File: src/rtl/time_set_editor.sv
// time_set_editor: button-driven editor for the time calculator load bus.
// On KEY_SET it snapshots the current time/date (or the alarm), cleans up any
// out-of-range fields, and lets the user step one field at a time with UP/DOWN.
// A KEY_SET on the last field commits: mode is held high for COMMIT_CYCLES
// cycles so the calculator loads the edited values.
// Ports:
//   clk, reset                       clock, async active-high reset
//   key_set/up/down/cancel           1-cycle debounced key pulses
//   target                           0 = time+date, 1 = alarm (sampled on entry)
//   cur_time/cur_date/cur_alarm      current values from the calculator
//   edit_time/edit_date/edit_alarm   working values -> calculator load inputs
//   mode                             load strobe, high only while committing
//   mode_state                       latched target
//   setting                          high while editing or committing
//   field                            cursor: 0 HOUR,1 MIN,2 SEC,3 YEAR,4 MONTH,5 DAY
module time_set_editor #(
    parameter int unsigned COMMIT_CYCLES  = 2,
    parameter int unsigned TIMEOUT_CYCLES = 3000
) (
    input  logic        clk,
    input  logic        reset,
    input  logic        key_set,
    input  logic        key_up,
    input  logic        key_down,
    input  logic        key_cancel,
    input  logic        target,
    input  logic [17:0] cur_time,
    input  logic [15:0] cur_date,
    input  logic [16:0] cur_alarm,
    output logic [17:0] edit_time,
    output logic [15:0] edit_date,
    output logic [16:0] edit_alarm,
    output logic        mode,
    output logic        mode_state,
    output logic        setting,
    output logic [2:0]  field
);

    localparam int unsigned CW = (COMMIT_CYCLES > 1) ? $clog2(COMMIT_CYCLES) : 1;
    localparam int unsigned TW = $clog2(TIMEOUT_CYCLES + 1);

    typedef enum logic [1:0] {IDLE, EDIT, COMMIT} state_t;

    state_t        state;
    logic [CW-1:0] commit_cnt;
    logic [TW-1:0] idle_cnt;

    // Working registers
    logic [4:0] hour, a_hour;
    logic [5:0] minute, second, a_min, a_sec;
    logic [6:0] year;
    logic [3:0] month;
    logic [4:0] day;

    // Sanitised snapshot and stepped values
    logic [4:0] s_hour, s_ahour, s_max, s_day;
    logic [5:0] s_min, s_sec, s_amin, s_asec;
    logic [6:0] s_year;
    logic [3:0] s_month;
    logic [4:0] n_hour, n_ahour, n_day, n_max;
    logic [5:0] n_min, n_sec, n_amin, n_asec;
    logic [6:0] n_year;
    logic [3:0] n_month;

    // Meridian of the incoming time is recomputed, never copied
    logic unused_meridian;
    assign unused_meridian = cur_time[17];

    assign edit_time  = {hour >= 5'd12, hour, minute, second};
    assign edit_date  = {year, month, day};
    assign edit_alarm = {a_hour, a_min, a_sec};

    // Days in month, 20YY leap years
    function automatic logic [4:0] days_in(input logic [3:0] m, input logic [6:0] y);
        case (m)
            4'd4, 4'd6, 4'd9, 4'd11: days_in = 5'd30;
            4'd2:                    days_in = (y[1:0] == 2'b00) ? 5'd29 : 5'd28;
            default:                 days_in = 5'd31;
        endcase
    endfunction

    // One wrapping step inside [lo, hi]
    function automatic logic [6:0] step(input logic [6:0] v, input logic [6:0] lo,
                                        input logic [6:0] hi, input logic up);
        if (up) step = (v >= hi) ? lo : v + 7'd1;
        else    step = (v <= lo) ? hi : v - 7'd1;
    endfunction

    // Snapshot clean-up of out-of-range calculator values
    always_comb begin
        s_hour  = (cur_time[16:12] > 5'd23) ? 5'd0 : cur_time[16:12];
        s_min   = (cur_time[11:6]  > 6'd59) ? 6'd0 : cur_time[11:6];
        s_sec   = (cur_time[5:0]   > 6'd59) ? 6'd0 : cur_time[5:0];
        s_year  = (cur_date[15:9]  > 7'd99) ? 7'd0 : cur_date[15:9];
        s_month = (cur_date[8:5] == 4'd0 || cur_date[8:5] > 4'd12) ? 4'd1 : cur_date[8:5];
        s_max   = days_in(s_month, s_year);
        if (cur_date[4:0] == 5'd0)    s_day = 5'd1;
        else if (cur_date[4:0] > s_max) s_day = s_max;
        else                          s_day = cur_date[4:0];
        s_ahour = (cur_alarm[16:12] > 5'd23) ? 5'd0 : cur_alarm[16:12];
        s_amin  = (cur_alarm[11:6]  > 6'd59) ? 6'd0 : cur_alarm[11:6];
        s_asec  = (cur_alarm[5:0]   > 6'd59) ? 6'd0 : cur_alarm[5:0];
    end

    // UP/DOWN result for the field under the cursor; month/year changes clamp day
    always_comb begin
        n_hour  = hour;
        n_min   = minute;
        n_sec   = second;
        n_year  = year;
        n_month = month;
        n_day   = day;
        n_ahour = a_hour;
        n_amin  = a_min;
        n_asec  = a_sec;
        n_max   = days_in(month, year);
        if (key_up ^ key_down) begin
            if (mode_state) begin
                case (field)
                    3'd0:    n_ahour = 5'(step(7'(a_hour), 7'd0, 7'd23, key_up));
                    3'd1:    n_amin  = 6'(step(7'(a_min),  7'd0, 7'd59, key_up));
                    3'd2:    n_asec  = 6'(step(7'(a_sec),  7'd0, 7'd59, key_up));
                    default: ;
                endcase
            end else begin
                case (field)
                    3'd0: n_hour = 5'(step(7'(hour),   7'd0, 7'd23, key_up));
                    3'd1: n_min  = 6'(step(7'(minute), 7'd0, 7'd59, key_up));
                    3'd2: n_sec  = 6'(step(7'(second), 7'd0, 7'd59, key_up));
                    3'd3: begin
                        n_year = step(year, 7'd0, 7'd99, key_up);
                        n_max  = days_in(month, n_year);
                        n_day  = (day > n_max) ? n_max : day;
                    end
                    3'd4: begin
                        n_month = 4'(step(7'(month), 7'd1, 7'd12, key_up));
                        n_max   = days_in(n_month, year);
                        n_day   = (day > n_max) ? n_max : day;
                    end
                    3'd5: n_day = 5'(step(7'(day), 7'd1, 7'(n_max), key_up));
                    default: ;
                endcase
            end
        end
    end

    // Editor FSM with registered outputs and working registers
    always_ff @(posedge clk or posedge reset) begin
        if (reset) begin
            state      <= IDLE;
            commit_cnt <= '0;
            idle_cnt   <= '0;
            mode       <= 1'b0;
            mode_state <= 1'b0;
            setting    <= 1'b0;
            field      <= 3'd0;
            hour       <= '0;
            minute     <= '0;
            second     <= '0;
            year       <= '0;
            month      <= '0;
            day        <= '0;
            a_hour     <= '0;
            a_min      <= '0;
            a_sec      <= '0;
        end else begin
            case (state)
                IDLE: begin
                    mode    <= 1'b0;
                    setting <= 1'b0;
                    field   <= 3'd0;
                    if (key_set && !key_cancel) begin
                        state      <= EDIT;
                        setting    <= 1'b1;
                        mode_state <= target;
                        idle_cnt   <= '0;
                        if (target) begin
                            a_hour <= s_ahour;
                            a_min  <= s_amin;
                            a_sec  <= s_asec;
                        end else begin
                            hour   <= s_hour;
                            minute <= s_min;
                            second <= s_sec;
                            year   <= s_year;
                            month  <= s_month;
                            day    <= s_day;
                        end
                    end
                end
                EDIT: begin
                    if (key_cancel) begin
                        state   <= IDLE;
                        setting <= 1'b0;
                        field   <= 3'd0;
                    end else if (key_set) begin
                        idle_cnt <= '0;
                        if (field == (mode_state ? 3'd2 : 3'd5)) begin
                            state      <= COMMIT;
                            mode       <= 1'b1;
                            commit_cnt <= '0;
                        end else begin
                            field <= field + 3'd1;
                        end
                    end else if (key_up || key_down) begin
                        idle_cnt <= '0;
                        hour     <= n_hour;
                        minute   <= n_min;
                        second   <= n_sec;
                        year     <= n_year;
                        month    <= n_month;
                        day      <= n_day;
                        a_hour   <= n_ahour;
                        a_min    <= n_amin;
                        a_sec    <= n_asec;
                    end else if (idle_cnt == TW'(TIMEOUT_CYCLES - 1)) begin
                        state   <= IDLE;
                        setting <= 1'b0;
                        field   <= 3'd0;
                    end else begin
                        idle_cnt <= idle_cnt + TW'(1);
                    end
                end
                COMMIT: begin
                    if (commit_cnt == CW'(COMMIT_CYCLES - 1)) begin
                        state   <= IDLE;
                        mode    <= 1'b0;
                        setting <= 1'b0;
                        field   <= 3'd0;
                    end else begin
                        commit_cnt <= commit_cnt + CW'(1);
                    end
                end
                default: state <= IDLE;
            endcase
        end
    end

endmodule

File: config.mk
export PLATFORM = sky130hd
export DESIGN_NAME = time_set_editor
export DESIGN_NICKNAME = d
export VERILOG_FILES = /design/src/rtl/time_set_editor.sv
export SDC_FILE = /design/constraint.sdc
export NUM_CORES = 1
export LEC_CHECK = 0
export ABC_AREA = 1
export CORE_MARGIN = 8
export CORE_UTILIZATION = 60
export CTS_BUF_LIST = sky130_fd_sc_hd__clkbuf_8
export CTS_CLUSTER_DIAMETER = 120
export CTS_CLUSTER_SIZE = 30
export DETAILED_ROUTE_END_ITERATION = 10
export PLACE_DENSITY_LB_ADDON = 0.08
export SLEW_MARGIN = 15
export SYNTH_ARGS = -nofsm -noshare
export SYNTH_HDL_FRONTEND = slang
export SYNTH_SLANG_ARGS = --single-unit
File: constraint.sdc
create_clock -name clk -period 5.3 [get_ports clk]
set_clock_uncertainty 0.05 [all_clocks]
set_input_delay 0.795 -clock clk [delete_from_list [all_inputs] [get_ports clk]]
set_output_delay 0.795 -clock clk [all_outputs]
set_load 0.1 [all_outputs]
==> flow_summary.ini <==
[synthesis]
syn_inst = 999
yosysWarnings = 0
ys_seq_area_share_pct = 26.7
synth-simple-area-share_pct = 28.9
synthXorXnorAreaFrac_pct = 5.26
synth_fa_ha_area_share_pct = 8.45
synth.area.mux_share_pct = 0
ys_seq_elements = 71
synth_nets = 1102
postSynthAreaPerCell_sq_um = 6.67
syn_area_sq_um = 6670
synth_top_family_by_area = simple AND/OR/NAND/NOR gates
yosysUniqueCellTypes = 49
synth_compound_area_share_pct = 20.3

[sta]
fmax_ghz = 0.309
relSlewSlack_pct = 30.4
hold_viol = 0
finalCritPeriodShare_pct = 61.1
fin_crit_ns = 3.24
tns_ns = 0
rsz0062_at_grt = no
fin_ws_ns = 2.06
setup_violations = 0
worst_pin_slew_ns = 1.04
drv_slew = 0
whs_ns = 0.465

[floorplanning]
die_w_um = 121
dieArea_sq_um = 14700
core_area_sq_um = 10800
die_y_um = 121
rows = 38
start_util_pct = 61.5
io_pins = 115

[placement]
hpwl_um = 13300
io_buffer_count = 113
place.gp.congestion = 0.919
place_worst_setup_slack_ns = 1.74

[min_path]
hold_class = reg -> reg
hold_depth = 2

[critical_path]
r2r-start = month[1]$_DFFE_PP0P_
startpoint = key_up
critical_path.max_fanout = 36
crit_arrival_ns = 3.45
critPathCapture = idle_cnt[3]$_DFFE_PP0P_
critPathMaxStageDelay_ns = 0.55
crit_required_ns = 5.51
worstPathCellList = clkdlybuf4s50_1, inv_1, buf_4, ha_1, inv_2, nor4_1, nand3_1, nor2_1, nor2_2, inv_1, o21ai_0, a21oi_1
crit_path_end_kind = flip-flop
r2r_end = day[4]$_DFFE_PP0P_
start_kind = primary input
path_class = in -> reg
r2r_slack_ns = 2.35
cpMostUsedCell = inv_1
r2r_cells = 22
crit_path_top_delay_cell = nor2_2

[global_routing]
grt_pass1_wl_um = 30500
antenna_found_initial = 0
grt_max_degree = 69
track_usage_pct = 24.9
overflow = 0
grt_pass1_vias = 6505

[clock_tree]
clk_latency_ns = 0.37
ctsHoldBuffers = 0
clk_pin_slew_ns = 0.09
cts.root.buffer_cell = clkbuf_8
cts_tree = yes
cts.sinks = 71
cts_resized = 0
cts_buffers = 9
cts_setup_buffers = 0
clockBufferDepth = 2
cts-htree-levels = 3

[final_layout]
fin_util_pct = 74.3
flow.area_growth_from_synthesis_pct = 20.8
n_antenna_cell = 0
nFillCells = 940
drive_above_1_share_pct = 4.81
final_common_cell = nand2_1
final_cell_mix = 203 x nand2_1, 134 x inv_1, 113 x clkdlybuf4s50_1
nNetsFinal = 1200

[route]
drt_wl_total_um = 18200
route.detailed.drc = 0
drtPass1Iterations = 5
vias = 7068
detail_route.wl_per_cell_um = 14.7
dr.first_iter.drc_count = 700
ant_nets = 0
via_per_inst = 5.69

[status]
status = finished, final reports clean

[run]
cap_violations = 0
==> stage by stage <==
step | instances | instance area (sq um)
5_1_grt | 1242 | 8060
3_3_place_gp | 1226 | 7850
3_5_place_dp | 1226 | 7850
2_1_floorplan | 999 | 6670
4_1_cts | 1242 | 8060
6_report | 1242 | 8060
==> critical path: cells and delay by family <==
family	cells	cell delay, ns
AND/OR/NAND/NOR	4	0.82
adder cells (fa/ha/maj)	1	0.32
AO/OA/AOI/OAI	2	0.26
buffers and inverters	5	1.22
==> sequential cells by signal (all words and copies together), names as in the netlist, 6 cells and up <==
signal	count
second	6
minute	6
a_sec	6
a_min	6
idle_cnt	12
year	7
==> layout make-up <==
| class | instances | area, sq um | area share, % |
|---|---|---|---|
| clock inverters | 5 | 56.3 | 0.699 |
| repair buffers | 117 | 1160 | 14.4 |
| well taps | 140 | 175 | 2.17 |
| multi-input cells | 754 | 4190 | 52.1 |
| flip-flops and latches | 71 | 1780 | 22.1 |
| clock buffers | 11 | 151 | 1.88 |
| inverters | 144 | 541 | 6.71 |
==> synth_stat cells, drive strengths merged <==
cell type,count,area (sq um)
nand2,209,800
inv,144,541
o21ai,106,534
nand3,89,458
nor2,78,305
dfrtp,71,1780
a21oi,57,315
ha,45,563
xor2,35,307
nor3,33,170
a31oi,20,125
buf,20,118
o211ai,18,135
nand4,16,100
clkbuf,10,40.0
o31ai,10,80.1
o22ai,7,50.1
nor4,5,46.3
xnor2,5,43.8
a22oi,4,30.0
or2,3,18.8
a211oi,2,15.0
nand3b,2,15.0
o221ai,2,17.5
a21boi,1,7.51
a2bb2oi,1,8.76
a32oi,1,8.76
and2,1,6.26
and3,1,6.26
o21bai,1,7.51
o2bb2ai,1,8.76
o311ai,1,8.76
==> worst min-delay path by stage <==
stage	startpoint	endpoint
2_1_floorplan	state[1]$_DFFE_PP0P_	state[1]$_DFFE_PP0P_
3_3_place_gp	setting$_DFFE_PP0P_	setting$_DFFE_PP0P_
3_5_place_dp	setting$_DFFE_PP0P_	setting$_DFFE_PP0P_
4_1_cts	setting$_DFFE_PP0P_	setting$_DFFE_PP0P_
5_1_grt	setting$_DFFE_PP0P_	setting$_DFFE_PP0P_
6_report	setting$_DFFE_PP0P_	setting$_DFFE_PP0P_
==> layer usage <==
metal,global-route usage [%],vias up,part of all wire (%)
met5,0,-,0
met4,6.78,0,1.3
met3,5.30,23,7.7
met2,40.3,276,46
met1,32.7,3224,45
li1,-,3545,-
==> cell families after synthesis <==
kind of cell	Yosys count
compound gates	232
buf+inv	174
fa+ha+maj	45
flops	71
simple gates	437
xor+xnor	40
Power is left out: the tool's default activity adds up to more than one toggle a clock period on the data nets, which glitch-free logic cannot reach.
